[src/rtl/product_bcd_display_if.sv]
// Product hand-off between the multiplier (master) and the BCD display block (slave).
interface product_bcd_display_if;
  logic [7:0]  prod_in;
  logic        prod_valid;
  logic        busy;
  logic [11:0] bcd;
  logic        bcd_valid;

  modport master (output prod_in, prod_valid, input busy, bcd, bcd_valid);
  modport slave  (input prod_in, prod_valid, output busy, bcd, bcd_valid);
endinterface

[src/rtl/product_bcd_display.sv]
// Captures an 8-bit product, converts it to 3-digit BCD by sequential double-dabble,
// and scans it onto a 4-digit multiplexed seven-segment display with leading-zero blanking.
module product_bcd_display #(
  parameter int REFRESH_BITS   = 17,
  parameter bit SEG_ACTIVE_LOW = 1'b1
) (
  input  logic                       clkin,
  input  logic                       reset,
  product_bcd_display_if.slave       bus,
  output logic [6:0]                 seg,
  output logic [3:0]                 an,
  output logic                       dp
);

  typedef enum logic {IDLE, CONV} state_e;

  state_e                  state_q, state_d;
  logic                    prev_valid_q;
  logic [7:0]              bin_q, bin_d;
  logic [11:0]             scratch_q, scratch_d;
  logic [11:0]             bcd_q, bcd_d;
  logic [2:0]              cnt_q, cnt_d;
  logic                    busy_q, busy_d;
  logic                    bcd_valid_q, bcd_valid_d;
  logic [REFRESH_BITS-1:0] scan_q, scan_d;
  logic                    start;
  logic [11:0]             adj;

  always_comb begin
    // NOTE: every variable gets a default first so no path leaves it unassigned (no latch).
    state_d     = state_q;
    bin_d       = bin_q;
    scratch_d   = scratch_q;
    bcd_d       = bcd_q;
    cnt_d       = cnt_q;
    busy_d      = busy_q;
    bcd_valid_d = 1'b0;
    scan_d      = scan_q + {{(REFRESH_BITS-1){1'b0}}, 1'b1};
    start       = bus.prod_valid & ~prev_valid_q;

    adj = scratch_q;
    for (int i = 0; i < 3; i++) begin
      if (scratch_q[4*i +: 4] >= 4'd5) adj[4*i +: 4] = scratch_q[4*i +: 4] + 4'd3;
    end

    case (state_q)
      IDLE: begin
        if (start) begin
          bin_d     = bus.prod_in;
          scratch_d = '0;
          cnt_d     = '0;
          busy_d    = 1'b1;
          state_d   = CONV;
        end
      end
      CONV: begin
        {scratch_d, bin_d} = {adj, bin_q} << 1;
        cnt_d              = cnt_q + 3'd1;
        // Eighth shift completes the conversion; a start seen this cycle is dropped.
        if (cnt_q == 3'd7) begin
          bcd_d       = scratch_d;
          bcd_valid_d = 1'b1;
          busy_d      = 1'b0;
          state_d     = IDLE;
        end
      end
      default: state_d = IDLE;
    endcase
  end

  always_ff @(posedge clkin) begin
    // NOTE: sequential state uses non-blocking assignments so all flops update together.
    if (reset) begin
      state_q      <= IDLE;
      prev_valid_q <= 1'b0;
      bin_q        <= '0;
      scratch_q    <= '0;
      bcd_q        <= '0;
      cnt_q        <= '0;
      busy_q       <= 1'b0;
      bcd_valid_q  <= 1'b0;
      scan_q       <= '0;
    end else begin
      state_q      <= state_d;
      prev_valid_q <= bus.prod_valid;
      bin_q        <= bin_d;
      scratch_q    <= scratch_d;
      bcd_q        <= bcd_d;
      cnt_q        <= cnt_d;
      busy_q       <= busy_d;
      bcd_valid_q  <= bcd_valid_d;
      scan_q       <= scan_d;
    end
  end

  assign bus.busy      = busy_q;
  assign bus.bcd       = bcd_q;
  assign bus.bcd_valid = bcd_valid_q;

  function automatic logic [6:0] seg_encode(input logic [3:0] d);
    case (d)
      4'd0:    seg_encode = 7'b1111110;
      4'd1:    seg_encode = 7'b0110000;
      4'd2:    seg_encode = 7'b1101101;
      4'd3:    seg_encode = 7'b1111001;
      4'd4:    seg_encode = 7'b0110011;
      4'd5:    seg_encode = 7'b1011011;
      4'd6:    seg_encode = 7'b1011111;
      4'd7:    seg_encode = 7'b1110000;
      4'd8:    seg_encode = 7'b1111111;
      4'd9:    seg_encode = 7'b1111011;
      default: seg_encode = 7'b0000000;
    endcase
  endfunction

  logic [1:0] sel;
  logic [3:0] digit;
  logic       blank;
  logic [6:0] seg_hi;
  logic [3:0] an_hi;

  // Display reads only the committed bcd register, never the in-flight scratch.
  always_comb begin
    sel   = scan_q[REFRESH_BITS-1 -: 2];
    digit = 4'd0;
    blank = 1'b1;
    case (sel)
      2'd0: begin digit = bcd_q[3:0];  blank = 1'b0; end
      2'd1: begin digit = bcd_q[7:4];  blank = (bcd_q[11:8] == 4'd0) && (bcd_q[7:4] == 4'd0); end
      2'd2: begin digit = bcd_q[11:8]; blank = (bcd_q[11:8] == 4'd0); end
      default: blank = 1'b1;
    endcase
    seg_hi = blank ? 7'b0000000 : seg_encode(digit);
    an_hi  = 4'b0001 << sel;
    seg    = SEG_ACTIVE_LOW ? ~seg_hi : seg_hi;
    an     = SEG_ACTIVE_LOW ? ~an_hi  : an_hi;
    dp     = SEG_ACTIVE_LOW ? 1'b1    : 1'b0;
  end

endmodule

[src/flat_wrapper.sv]
// flat-port wrapper written by rule: the top's interface ports become plain ports
module product_bcd_display_flat 
#(
  parameter int REFRESH_BITS   = 17,
  parameter bit SEG_ACTIVE_LOW = 1'b1
)
  (clkin, reset, seg, an, dp, bus_prod_in, bus_prod_valid, bus_busy, bus_bcd, bus_bcd_valid);
  product_bcd_display_if bus_i ();
  input  logic clkin;
  input  logic reset;
  output logic [6:0] seg;
  output logic [3:0] an;
  output logic dp;
  input wire logic [$bits(bus_i.prod_in)-1:0] bus_prod_in;
  input wire logic [$bits(bus_i.prod_valid)-1:0] bus_prod_valid;
  output wire logic [$bits(bus_i.busy)-1:0] bus_busy;
  output wire logic [$bits(bus_i.bcd)-1:0] bus_bcd;
  output wire logic [$bits(bus_i.bcd_valid)-1:0] bus_bcd_valid;
  assign bus_i.prod_in = bus_prod_in;
  assign bus_i.prod_valid = bus_prod_valid;
  assign bus_busy = bus_i.busy;
  assign bus_bcd = bus_i.bcd;
  assign bus_bcd_valid = bus_i.bcd_valid;
  product_bcd_display #(.REFRESH_BITS(REFRESH_BITS), .SEG_ACTIVE_LOW(SEG_ACTIVE_LOW)) u_core (.clkin(clkin), .reset(reset), .bus(bus_i), .seg(seg), .an(an), .dp(dp));
endmodule
[config.mk]
export PLATFORM = sky130hd
export DESIGN_NAME = product_bcd_display_flat
export DESIGN_NICKNAME = d
export VERILOG_FILES = /design/src/rtl/product_bcd_display_if.sv /design/src/rtl/product_bcd_display.sv /design/src/flat_wrapper.sv
export SDC_FILE = /design/constraint.sdc
export NUM_CORES = 1
export LEC_CHECK = 0
export CAP_MARGIN = 20
export CORE_MARGIN = 4
export CORE_UTILIZATION = 55
export CTS_CLUSTER_SIZE = 40
export DETAILED_ROUTE_END_ITERATION = 16
export GPL_TIMING_DRIVEN = 0
export PLACE_DENSITY = 0.8
export SYNTH_ARGS = -nofsm -noshare
export SYNTH_HDL_FRONTEND = slang
export SYNTH_SLANG_ARGS = --single-unit
[constraint.sdc]
create_clock -name clkin -period 2.5 [get_ports clkin]
set_input_delay 0.625 -clock clkin [delete_from_list [all_inputs] [get_ports clkin]]
set_output_delay 0.625 -clock clkin [all_outputs]
set_load 0.1 [all_outputs]
== After elaboration in Yosys (flattened, before gate mapping) ==
Memory sizes are Yosys's and may differ from the RTL's.
Index checks and enable logic that the tools add are counted.

* Eq/ne operators: 5
* Magnitude comparators: 3
* Reductions and logical operators: 7
* Bitwise logic cells: 5
* Muxes and demuxes: 19
* Shift operators: 1
* Add/subtract/negate cells: 5

{| class="wikitable"
|+ Operators with widths
! kind !! count
|-
| one-hot mux 12 bit (2 select lines) || 1
|-
| adder 17 x 1 -> 17 bit (second input constant) || 1
|-
| one-hot mux 8 bit (2 select lines) || 1
|-
| >= comparator 4 x 3 -> 1 bit (second input constant) || 3
|-
| 2-to-1 mux 12 bit || 1
|-
| one-hot mux 4 bit (3 select lines) || 1
|-
| adder 4 x 2 -> 4 bit (second input constant) || 2
|-
| logical NOT 4 bit || 2
|-
| 2-to-1 mux 4 bit || 2
|-
| 2-to-1 mux 8 bit || 1
|-
| 2-to-1 mux 7 bit || 1
|-
| inverter 7 bit || 1
|-
| 2-to-1 mux 3 bit || 2
|-
| one-hot mux 3 bit (2 select lines) || 1
|-
| 2-to-1 mux 1 bit || 5
|-
| inverter 4 bit || 1
|-
| one-hot mux 1 bit (2 select lines) || 2
|-
| AND reduction 2 bit || 2
|-
| left shift 1 x 2 -> 4 bit (first input constant) || 1
|-
| adder 3 x 1 -> 3 bit (second input constant) || 1
|-
| adder 3 x 2 -> 3 bit (second input constant) || 1
|-
| equality test 3 bit (second input constant) || 1
|-
| one-hot mux 1 bit (3 select lines) || 1
|-
| equality test 2 x 1 -> 1 bit (second input constant) || 1
|-
| other kinds (8) || 9
|}

* Memory bits (read-only): 112
* Memories: 1
* Word-level logic and storage cells: 55
* Output and inout bits: 26
* Bits of input ports: 11
* Flip-flop bits (word level): 56

{| class="wikitable"
|+ Memories
! name !! depth !! width !! rd ports !! clocked after Yosys merged registers in !! wr ports !! line !! text
|-
| (no name shown) || 16 || 7 || 1 || 0 || 0 || product_bcd_display.sv:101 || <nowiki>case (d)</nowiki>
|}

== Depth between registers and ports, before layout ==
Gate-level depths: netlist (run 1).

* Depth in word-level cells: 5
* Depth in mapped cells: 8
* Mapped depth without buffers: 8

== Worst setup path after synthesis (run 1) ==
No wires, ideal clock.

* Path kind: register -> output
* From: reg u_core.bcd_q[4], in the netlist u_core.bus.bcd[4]
* To: out seg[3]
* Data required time: 1.875 ns
* Slack: -2.265 ns
* Buffers on the path: 0
* Data arrival time: 4.140 ns
* Cell stages (with the launch flop): 8
* Cells stage by stage: dfxtp_1 > mux2i_1 > o21ai_0 > inv_1 > ha_1 > nand2_1 > o21ai_0 > o21ai_0

* Word-level cells in the longest chain between the ends: 5
* Elaborated cells between the ends (all ways): 7
* Classes of those cells: mux: 3; bitwise: 1; reduce/logical: 2; memory: 1

{| class="wikitable"
|+ Ends and longest elaborated chain
! element !! line !! text
|-
| start, declared || product_bcd_display.sv:21 || <nowiki>logic [11:0] bcd_q, bcd_d;</nowiki>
|-
| start signal, assigned || product_bcd_display.sv:78 || <nowiki>bcd_q <= '0;</nowiki>
|-
| start signal, assigned || product_bcd_display.sv:88 || <nowiki>bcd_q <= bcd_d;</nowiki>
|-
| parallel branches: the longest is 3 deep, another holds memory read (16 x 7 bit) || -- ||
|-
| 2-to-1 mux 7 bit * || product_bcd_display.sv:133 || <nowiki>seg_hi = blank ? 7'b0000000 : seg_encode(digit);</nowiki>
|-
| inverter 7 bit * || product_bcd_display.sv:135 || <nowiki>seg = SEG_ACTIVE_LOW ? ~seg_hi : seg_hi;</nowiki>
|-
| end, declared || flat_wrapper.sv:11 || <nowiki>output logic [6:0] seg;</nowiki>
|}

Mark *: on every way between the ends.

== Worst setup path after layout (run 1) ==
* From: reg u_core.scan_q[15]
* To: out seg[3]

* Word-level cells in the longest chain between the ends: 5
* Elaborated cells between the ends (all ways): 8
* Classes of those cells: eq/ne: 2; mux: 3; bitwise: 1; reduce/logical: 1; memory: 1

{| class="wikitable"
|+ Ends and longest elaborated chain
! element !! line !! text
|-
| start, declared || product_bcd_display.sv:25 || <nowiki>logic [REFRESH_BITS-1:0] scan_q, scan_d;</nowiki>
|-
| start signal, assigned || product_bcd_display.sv:92 || <nowiki>scan_q <= scan_d;</nowiki>
|-
| equality test 2 bit (tied with other cells) || product_bcd_display.sv:127 || <nowiki>case (sel)</nowiki>
|-
| one-hot mux 4 bit (3 select lines) || product_bcd_display.sv:127 ||
|-
| memory read (16 x 7 bit) || -- ||
|-
| 2-to-1 mux 7 bit * || product_bcd_display.sv:133 ||
|-
| inverter 7 bit * || product_bcd_display.sv:135 ||
|}

Every way passes the cells marked *; elsewhere a longest branch is shown, timed or not.

==> results of run 1 <==
registers in the layout, summed over array words and instances (netlist names):
name / cells
u_core.bin_q: 8
u_core.bus.bcd: 12
u_core.bus.bcd_valid: 1
u_core.bus.busy: 1
u_core.cnt_q: 3
u_core.prev_valid_q: 1
u_core.scan_q: 17
u_core.scratch_q: 12
u_core.state_q: 1
synth_stat cells, drive strengths merged:
library cell  count  area share (%)
a211oi            1            0.27
a21o              1            0.27
a21oi            30             5.4
a22o              3            0.94
a2bb2oi           1            0.31
and2              2            0.45
and3              5             1.1
and4              2            0.63
buf               7             1.4
clkbuf           10             1.3
conb              1            0.13
dfxtp            56              40
ha               14             6.3
inv              11             1.5
mux2              8             3.2
mux2i            16             5.7
nand2            32             4.3
nand2b            5             1.1
nand3             9             1.6
nand4             2            0.45
nor2             52             7.0
nor2b             7             1.7
nor3              1            0.18
nor3b             8             2.2
nor4              1            0.22
o21a              2            0.54
o21ai            22             3.9
o2bb2ai           2             1.3
o41ai             1            0.31
or2               2            0.45
or3               1            0.22
xnor2             8             2.5
xor2              9             2.8
metal layers:
metal / wire (um) / GRT usage (%)
met3: 348 / 3.63
met5: 0 / 0
met1: 2850 / 27.1
met2: 3430 / 35.7
met4: 224 / 6.87
through the flow:
stage	instance area, sq um	TNS (ps)	worst slack, ps	instances	hold slack, ps
CTS	3620	-599	-136	449	464
global placement	3390	-5630	-830	433	421
global route	3760	-1360	-274	451	471
detailed placement	3390	-5800	-857	433	442
finish	3760	-940	-227	451	460
floorplan	2960	-81.9	-46.5	332	413
placed cells by master (no fill, tap or decap), types with 3 or more instances in the layout:
master and count:
o21ai_4 6, nor2_1 50, mux2i_1 12, inv_1 8, dfxtp_1 42, ha_1 9, and3_1 4, a21oi_1 28
nor3b_1 8, a22o_1 3, clkbuf_1 11, ha_4 3, nand2_1 28, buf_2 3, clkbuf_8 5, o21ai_0 14
dfxtp_2 3, buf_12 7, xnor2_1 8, nor2b_1 6, buf_4 10, clkdlybuf4s50_1 20, xor2_1 9, nand2b_1 5
nand2_4 3, nand3_1 9, dfxtp_4 11, mux2_2 8
final timing paths:
| path | startpoint | end | slack, ps | depth (start not counted) |
|---|---|---|---|---|
| worst min-delay path | u_core.scan_q[0] | u_core.scan_q[0] | 460 | 1 |
| worst min register to register | u_core.scan_q[0] | u_core.scan_q[0] | 460 | 1 |
| worst max register to register | u_core.scratch_q[1] | u_core.scratch_q[2] | 690 | 7 |
| worst max-delay path | u_core.scan_q[15] | seg[3] | -230 | 9 |
logic make-up after synthesis:
group / share of synthesized area, %
AO/OA/AOI/OAI: 13.3
multiplexers: 8.97
buffers and inverters: 4.22
adder cells (fa/ha/maj): 6.28
XOR/XNOR: 5.34
flip-flops: 40.2
AND/OR/NAND/NOR: 21.6
other: 0.134
final cells by class:
| cell class | count | area (sq um) |
|---|---|---|
| Clock buffer | 6 | 72.6 |
| Buffer | 17 | 86.3 |
| Tap cell | 67 | 83.8 |
| Sequential cell | 56 | 1170 |
| Inverter | 11 | 43.8 |
| Multi-Input combinational cell | 248 | 1810 |
| Fill cell | 354 | 1060 |
| Clock inverter | 2 | 10.0 |
| Timing Repair Buffer | 44 | 489 |
timing repair:
item / in CTS / in global routing
endpoints found under the setup margin: 11 / 9
gates resized for setup: 79 / 28
hold buffers: 0 / 0
setup buffers: 8 / 2
pin swaps: 7 / 10
power by group:
| part | leakage (nW) | internal (mW) | switching, mW |
|---|---|---|---|
| sequential | 0.464 | 0.897 | 0.0101 |
| clock | 0.0432 | 0.196 | 0.281 |
| combinational | 0.951 | 0.0488 | 0.0808 |
==> out/metrics.csv, run 1 <==
stage;metric;value;unit
global_route;vias in the first global route;2217;
critical_path;Req. time, crit path;1880;ps
die;# IOs;37;
power_and_ir_drop;PD cells;402;mW/mm^2
critical_path;crit path launch type;register;
sta;Rel. slew slack;32.8;%
die;Starting Density;57.9;%
detailed_routing;drt wl/cell;15.2;um
die;# rows;25;
global_route;total gr overflow;0;
placement;DP HPWL;4440;um
detailed_routing;WL final;6860;um
yosys;Mapped Area;0.00279;sq mm
sta;Fin Clk Skew;7.55;ps
yosys;syn_nets;357;
critical_path;Slowest-stage cell, CP;dfxtp_4;
sta;Final setup viols;7;
cts;CTS Buffer Depth;2;
die;chip height;79.2;um
status;status;complete, but fails checks;
yosys;Synth cell types;38;
critical_path;crit end category;primary output;
placement;# port buffers;34;
sta;Worst Setup Slack, final;-227;ps
critical_path;worst endpoint data arrival time;2100;ps
sta;fin. max-slew vios;0;
critical_path;crit-path max FO;4;
cts;clock root buffer;clkbuf_8;
cts;Clk pin slew, worst setup/hold paths;100;ps
global_route;GR Util All Layers;21.0;%
power_and_ir_drop;Static Leakage;1.46;nW
cts;# clock sinks;56;
critical_path;crit path cell chain;mux2i_1, nor2_1, a21oi_2, buf_4, ha_4, nand2_4, o21ai_4, o21ai_4, buf_12;
cts;H-tree levels;2;
cells_and_area;Layout area overhead;34.9;%
cts;CTS tree;yes;
critical_path;delay-heaviest family, CP;compound AO/OA/AOI/OAI gates;
run;Max Cap Viol;0;
critical_path;CP Buf/Inv Count;2;
global_route;largest net degree at the start of global routing;17;
cells_and_area;Antenna Diode Count;0;
yosys;Cells after Synth;332;
die;Die Width;79.2;um
cells_and_area;fin util;78.1;%
detailed_routing;DR pass1 iterations;4;
detailed_routing;Via density;5.44;
critical_path;CP most frequent cell;o21ai_4;
critical_path;Setup Crit Path Kind;reg -> out;
yosys;sequential area share after synthesis;40.2;%
status;violated checks;setup timing;
sta;RSZ-0062 raised after global routing;yes;
detailed_routing;Post-route DRC;0;
die;Die ar.;0.00627;sq mm
sta;highest clock rate;367;MHz
sta;slew at the pin closest to its max-slew limit;1000;ps
detailed_routing;DRT iter0 DRCs;109;
power_and_ir_drop;total power;1.51;mW
yosys;#FFs+latches synth;56;
detailed_routing;Via Count;2453;
cts;Num CTS Buffers;5;
cells_and_area;share of cells above drive strength 1;23.7;%
placement;Final GP Congestion;0.865;
yosys;syn_area_per_cell;8.40;sq um
global_route;global-route wire length before repair;10500;um
detailed_routing;DRT antenna net count;0;
global_route;initial antenna violation count;0;
sta;share of the clock period used by the worst path;109;%
yosys;Synth Warn #;0;
sta;fin crit period;2730;ps
worst_hold_path;Worst Hold Class;reg -> reg;
cells_and_area;Final nets;408;
critical_path;slowest stage delay, CP;410;ps
sta;Final Hold Viols;0;
die;core area;0.00482;sq mm
cts;Worst-Skew Late Latency;310;ps
power_and_ir_drop;peak supply drop;0.299;mV
(Power assumes the default switching activity.)
==> run 2: changes to the inputs <==
--- a/config.mk
+++ b/config.mk
@@ -5,13 +5,13 @@
 export SDC_FILE = /design/constraint.sdc
 export NUM_CORES = 1
 export LEC_CHECK = 0
-export CAP_MARGIN = 20
 export CORE_MARGIN = 4
-export CORE_UTILIZATION = 55
+export CORE_UTILIZATION = 63
 export CTS_CLUSTER_SIZE = 40
 export DETAILED_ROUTE_END_ITERATION = 16
+export DONT_BUFFER_PORTS = 1
 export GPL_TIMING_DRIVEN = 0
-export PLACE_DENSITY = 0.8
+export PLACE_DENSITY = 0.79
 export SYNTH_ARGS = -nofsm -noshare
 export SYNTH_HDL_FRONTEND = slang
 export SYNTH_SLANG_ARGS = --single-unit
==> run 2 against run 1 <==
The flow still finishes with violations (setup timing). Via count is 9.1% lower. Total power is 7.6% higher. Critical path depth is 1 lower. Combinational power is 19% lower. Cell count is 13% lower. First-iteration DRC count stayed put. Global-route usage is 1.6 points higher. Sequential share of layout area is 5.4 points higher. Sequential cell count stayed put. Worst setup slack worse by 240 ps. Non-clock buffer count is 42 lower. Cell area is 15% lower.
==> out/metrics.csv, run 2 (synthesized netlist as in run 1, its figures left out) <==
stage;metric;value;unit;change
status;status;complete, but fails checks;;
status;violated checks;setup timing;;
critical_path;Setup Crit Path Kind;reg -> out;;
cts;Clk pin slew, worst setup/hold paths;100;ps;about the same
detailed_routing;DR pass1 iterations;4;;unchanged
cells_and_area;commonest cells after routing, fill and taps aside;50 x nor2_1, 43 x dfxtp_1, 29 x a21oi_1;;
sta;highest clock rate;337;MHz;-8.1%
detailed_routing;DRT iter0 DRCs;109;;unchanged
sta;fin crit period;2970;ps;+242 ps
cts;CTS Buffer Depth;2;;unchanged
global_route;global-route wire length before repair;9690;um;-7.6%
run;Max Cap Viol;0;;unchanged
placement;# port buffers;0;;-100%
power_and_ir_drop;Net Sw Frac;24.2;%;-0.34 points
critical_path;CP Buf/Inv Count;1;;-1
cts;Num CTS Buffers;5;;unchanged
critical_path;crit path launch type;register;;
critical_path;slowest stage delay, CP;570;ps;+160 ps
critical_path;crit end category;primary output;;
sta;Worst Setup Slack, final;-468;ps;-242 ps
cells_and_area;Reg with most FFs;u_core.scan_q;;
cells_and_area;Antenna Diode Count;0;;unchanged
placement;DP HPWL;4350;um;-2.1%
power_and_ir_drop;power share of the clock group;37.2;%;+5.7 points
critical_path;crit path cell chain;mux2i_1, nor2_1, a21oi_2, inv_2, ha_2, nor2_2, a211oi_2, o21ai_4;;
die;core area;0.00414;sq mm;-14%
power_and_ir_drop;peak supply drop;0.595;mV;+99%
critical_path;Req. time, crit path;1880;ps;about the same
die;Die Width;74.5;um;-5.9%
detailed_routing;DRT antenna net count;0;;unchanged
sta;Fin Clk Skew;7.94;ps;+0.386 ps
die;Die ar.;0.00556;sq mm;-11%
detailed_routing;Via density;5.69;;+4.6%
cts;Worst-Skew Late Latency;310;ps;about the same
sta;slew at the pin closest to its max-slew limit;975;ps;-30.2 ps
cells_and_area;fin util;77.1;%;-0.93 points
detailed_routing;Post-route DRC;0;;unchanged
critical_path;Slowest-stage cell, CP;o21ai_4;;
die;# rows;23;;-8.0%
power_and_ir_drop;net switching power;0.395;mW;+6.1%
power_and_ir_drop;PD cells;509;mW/mm^2;+27%
power_and_ir_drop;Static Leakage;1.23;nW;-16%
worst_hold_path;Worst Hold Class;in -> reg;;
sta;RSZ-0062 raised after global routing;yes;;
sta;Final setup viols;7;;unchanged
cells_and_area;share of cells above drive strength 1;19.0;%;-4.7 points
detailed_routing;Via Count;2230;;-9.1%
sta;share of the clock period used by the worst path;119;%;+9.7 points
power_and_ir_drop;Reg power frac;56.3;%;-3.6 points
cts;H-tree levels;2;;unchanged
critical_path;worst endpoint data arrival time;2340;ps;+240 ps
critical_path;crit-path max FO;4;;unchanged
cells_and_area;Layout area overhead;14.6;%;
cells_and_area;Final nets;366;;-10%
power_and_ir_drop;Combinational Power Share;6.5;%;-2.1 points
power_and_ir_drop;Int Power;1.23;mW;+8.1%
die;# IOs;37;;unchanged
placement;Final GP Congestion;0.765;;-12%
die;chip height;74.5;um;-5.9%
cells_and_area;most common cell after layout, fill and taps aside;nor2_1;;
global_route;vias in the first global route;2089;;-5.8%
sta;fin. max-slew vios;0;;unchanged
sta;Rel. slew slack;34.9;%;+2.1 points
global_route;largest net degree at the start of global routing;19;;+2
global_route;GR Util All Layers;22.6;%;+1.6 points
global_route;initial antenna violation count;0;;unchanged
sta;Final Hold Viols;0;;unchanged
cts;# clock sinks;56;;unchanged
detailed_routing;drt wl/cell;15.2;um;-0.34%
cts;CTS tree;yes;;
die;Starting Density;67.3;%;+9.4 points
detailed_routing;WL final;5940;um;-13%
sta;post-route setup TNS;-2870;ps;-1930 ps
cts;clock root buffer;clkbuf_8;;
cells_and_area;max reg flops;17;;unchanged
global_route;total gr overflow;0;;unchanged
critical_path;delay-heaviest family, CP;compound AO/OA/AOI/OAI gates;;
cts;CTS Hold Bufs;0;;unchanged
==> run 2: final timing paths <==
path                       start  slack, ps  cells past startpoint                  end
max            u_core.bus.bcd[5]       -470                      8               seg[2]
min               bus_prod_valid        440                      1  u_core.prev_valid_q
max reg2reg  u_core.scratch_q[5]        680                      7  u_core.scratch_q[6]
min reg2reg     u_core.scan_q[0]        470                      1     u_core.scan_q[0]
==> run 2: per-stage QoR <==
stage	instances	total power [mW]	cell area, sq um	hold WS [ps]	worst slack, ps
6_report	392	1.63	3200	441	-468
3_3_place_gp	382	1.04	3030	424	-131
5_1_grt	392	1.69	3200	438	-554
4_1_cts	392	1.64	3190	438	-463
3_5_place_dp	382	1.04	3030	457	-181
2_1_floorplan	332	1.02	2960	413	-46.5
==> run 2: power groups by stage <==
stage | Combinational, mW | Clock (mW) | Sequential, mW
final | 0.105 | 0.606 | 0.917
after global placement | 0.102 | 0 | 0.938
after floorplan | 0.0812 | 0 | 0.936
after detailed placement | 0.105 | 0 | 0.939
after global routing | 0.117 | 0.652 | 0.919
after CTS | 0.105 | 0.614 | 0.917
==> run 2: area by class of cell <==
type                       instances  area [sq um]
tap                               50          62.6
inverter                          11          41.3
buffer                            17          80.1
clock buffer                       5          68.8
sequential                        56          1160
multi-input combinational        248          1720
fill                             291           947
clock inverter                     3          46.3
timing repair buffer               2          15.0
==> run 2: timing repair <==
action	in CTS	in global routing
pin swaps	4	1
setup endpoints to repair	7	8
gates resized for setup	7	2
buffers inserted	2	0
cloned	0	0
==> run 2: worst register-to-register path, stage by stage, from the launching register on <==
cell      delay (ps)
dfxtp_1          360
inv_1             80
ha_1             190
nand2b_1         150
a21oi_1          260
mux2_2           390
mux2_2           270
nor2_1            70
==> run 2: per-layer routing <==
metal / wire length [um] / global-route usage, % / part of all wire (%)
met4: 69 / 6.52 / 1.2
met2: 2860 / 38.0 / 48
met1: 2670 / 28.3 / 45
met5: 0 / 0 / 0
met3: 343 / 6.35 / 5.8
==> run 3: changes to the inputs <==
--- a/config.mk
+++ b/config.mk
@@ -6,12 +6,12 @@
 export NUM_CORES = 1
 export LEC_CHECK = 0
 export CORE_MARGIN = 4
-export CORE_UTILIZATION = 63
+export CORE_UTILIZATION = 45
 export CTS_CLUSTER_SIZE = 40
 export DETAILED_ROUTE_END_ITERATION = 16
 export DONT_BUFFER_PORTS = 1
 export GPL_TIMING_DRIVEN = 0
-export PLACE_DENSITY = 0.79
+export REMOVE_ABC_BUFFERS = 1
 export SYNTH_ARGS = -nofsm -noshare
 export SYNTH_HDL_FRONTEND = slang
 export SYNTH_SLANG_ARGS = --single-unit
==> run 3 against run 2 <==
The run still ends with setup timing left. Critical path depth shrank 4. First-iteration DRC count is 59% higher. Combinational power fell by 39%. Sequential cell count did not move. Largest cell class unchanged. Highest routed layer unchanged.
==> out/metrics.csv, run 3 (synthesized netlist as in run 1, its figures left out) <==
stage;metric;value;unit;change
cts;H-tree levels;2;;unchanged
critical_path;Worst Reg2Reg Path Length in Cells;4;;-3
status;status;complete, but fails checks;;
power_and_ir_drop;Int Power;1.25;mW;+1.5%
cells_and_area;fin util;55.2;%;-22 points
global_route;largest net degree at the start of global routing;45;;+26
cells_and_area;share of cells above drive strength 1;22.2;%;+3.2 points
power_and_ir_drop;Combinational Power Share;4.0;%;-2.5 points
sta;Rel. slew slack;29.7;%;-5.2 points
die;Die Width;86.7;um;+16%
sta;Worst Setup Slack, final;-419;ps;+49.5 ps
detailed_routing;Max Used Layer;met4;;
cells_and_area;max reg flops;17;;unchanged
cts;CTS Buffer Depth;2;;unchanged
detailed_routing;Via density;5.31;;-6.6%
power_and_ir_drop;Net Sw Frac;22.2;%;-2.0 points
cts;Clk pin slew, worst setup/hold paths;100;ps;about the same
cts;clock root buffer;clkbuf_8;;
critical_path;Req. time, crit path;1880;ps;about the same
critical_path;crit end category;primary output;;
detailed_routing;DR pass1 iterations;6;;+2
critical_path;worst endpoint data arrival time;2290;ps;-50 ps
power_and_ir_drop;peak supply drop;0.378;mV;-36%
power_and_ir_drop;net switching power;0.358;mW;-9.3%
placement;Final GP Congestion;0.882;;+15%
global_route;initial antenna violation count;0;;unchanged
detailed_routing;WL final;5650;um;-4.9%
die;# IOs;37;;unchanged
sta;fin. max-slew vios;0;;unchanged
detailed_routing;DRT iter0 DRCs;173;;+59%
critical_path;crit path launch type;register;;
cts;# clock sinks;56;;unchanged
detailed_routing;drt wl/cell;13.8;um;-8.7%
sta;highest clock rate;343;MHz;+1.7%
cells_and_area;Reg with most FFs;u_core.scan_q;;
cts;Num CTS Buffers;5;;unchanged
cells_and_area;fill cell count;543;;+87%
die;Die ar.;0.00752;sq mm;+35%
cells_and_area;most common cell after layout, fill and taps aside;nor2_1;;
sta;RSZ-0062 raised after global routing;yes;;
critical_path;crit-path max FO;6;;+2
placement;DP HPWL;3610;um;-17%
power_and_ir_drop;PD cells;490;mW/mm^2;-3.9%
worst_hold_path;Worst Hold Class;in -> reg;;
cells_and_area;commonest cells after routing, fill and taps aside;50 x nor2_1, 41 x dfxtp_1, 29 x a21oi_1;;
sta;Final setup viols;7;;unchanged
detailed_routing;Post-route DRC;0;;unchanged
cells_and_area;Final Non-Filler Cells;408;;+4.1%
detailed_routing;met1 WL;2590;um;-2.8%
detailed_routing;Via Count;2167;;-2.8%
cts;CTS tree;yes;;
placement;# port buffers;0;;unchanged
critical_path;Setup Crit Path Kind;reg -> out;;
power_and_ir_drop;power share of the clock group;38.2;%;+1.0 points
placement;Placed Cells;390;;+2.1%
die;chip height;86.7;um;+16%
global_route;global-route wire length before repair;9290;um;-4.1%
cells_and_area;Final nets;357;;-2.5%
sta;slew at the pin closest to its max-slew limit;1050;ps;+79.5 ps
detailed_routing;DRT antenna net count;0;;unchanged
worst_hold_path;WHS Path Cells;1;;unchanged
sta;fin crit period;2920;ps;-49.5 ps
detailed_routing;met3 WL post-DR;250;um;-27%
sta;share of the clock period used by the worst path;117;%;-2.0 points
sta;Final Hold Viols;0;;unchanged
detailed_routing;DR WL met2;2700;um;-5.5%
placement;dpl ws;-1290;ps;-1110 ps
status;violated checks;setup timing;;
run;Max Cap Viol;0;;unchanged
power_and_ir_drop;Static Leakage;1.21;nW;-1.6%
cells_and_area;Layout area overhead;17.9;%;
power_and_ir_drop;Reg power frac;57.8;%;+1.5 points
die;# rows;28;;+22%
global_route;total gr overflow;0;;unchanged
cells_and_area;Antenna Diode Count;0;;unchanged
global_route;vias in the first global route;2043;;-2.2%
power_and_ir_drop;total power;1.61;mW;-1.1%
global_route;GR Util All Layers;15.4;%;-7.2 points
sta;Fin Clk Skew;7.99;ps;+0.0490 ps
cts;CTS Hold Bufs;0;;unchanged
die;core area;0.00596;sq mm;+44%
cts;Worst-Skew Late Latency;310;ps;about the same
die;Starting Density;46.8;%;-20 points
==> run 3: changes by cell type in the layout (fill, tap and decap cells not counted), moves of 2 or more <==
cell | previous run | this run
buf_2 | 4 | 0
buf_4 | 3 | 8
clkbuf_1 | 10 | 0
dfxtp_1 | 43 | 41
ha_1 | 12 | 10
ha_4 | 1 | 4
nand2_2 | 0 | 3
nand2_4 | 3 | 0
o21ai_0 | 16 | 14
==> run 3: critical path, stage by stage, from the launching register on <==
cell	delay [ps]
dfxtp_4	470
mux2i_1	310
a2bb2oi_2	430
nand2_1	170
o21ai_4	600
==> run 3: what timing repair did <==
item / 4_1_cts / 5_1_grt
endpoints found under the hold margin: 0 / 0
pin swaps: 8 / 8
resized for setup: 64 / 9
buffers inserted: 8 / 2
endpoints found under the setup margin: 7 / 7
==> run 3: cell type report <==
type | instances | area [sq um] | share of cell area, %
multi-input combinational | 248 | 1780 | 54.0
sequential | 56 | 1170 | 35.6
tap | 75 | 93.8 | 2.85
clock buffer | 6 | 82.6 | 2.51
timing repair buffer | 10 | 82.6 | 2.51
inverter | 11 | 43.8 | 1.33
clock inverter | 2 | 38.8 | 1.18
==> run 3: layer usage <==
layer | vias up | track usage [%]
met4 | 0 | 5.67
met3 | 9 | 4.18
met5 | - | 0
li1 | 1112 | -
met1 | 997 | 19.3
met2 | 49 | 25.5
==> run 3: final timing paths <==
kind	startpoint	to	slack (ps)
worst max register to register	u_core.cnt_q[0]	u_core.bus.bcd[9]	590
worst max-delay path	u_core.bus.bcd[6]	seg[4]	-420
worst min register to register	u_core.scan_q[0]	u_core.scan_q[0]	440
worst min-delay path	reset	u_core.bus.bcd[1]	360
==> run 3: stage by stage <==
step / TNS [ps] / area, sq um / hold slack [ps]
after global placement: -13310 / 2810 / 423
after floorplan: -11350 / 2710 / 408
final: -2430 / 3290 / 365
after CTS: -2430 / 3230 / 361
after detailed placement: -7560 / 2830 / 425
after global routing: -3160 / 3290 / 351
==> run 3: power groups by stage <==
stage          logic (mW)  clock network, mW  registers, mW
6_report           0.0642              0.616          0.930
5_1_grt            0.0741              0.682          0.934
4_1_cts            0.0657              0.640          0.931
3_5_place_dp       0.0652                  0          0.964
3_3_place_gp       0.0643                  0          0.963
2_1_floorplan      0.0557                  0          0.957
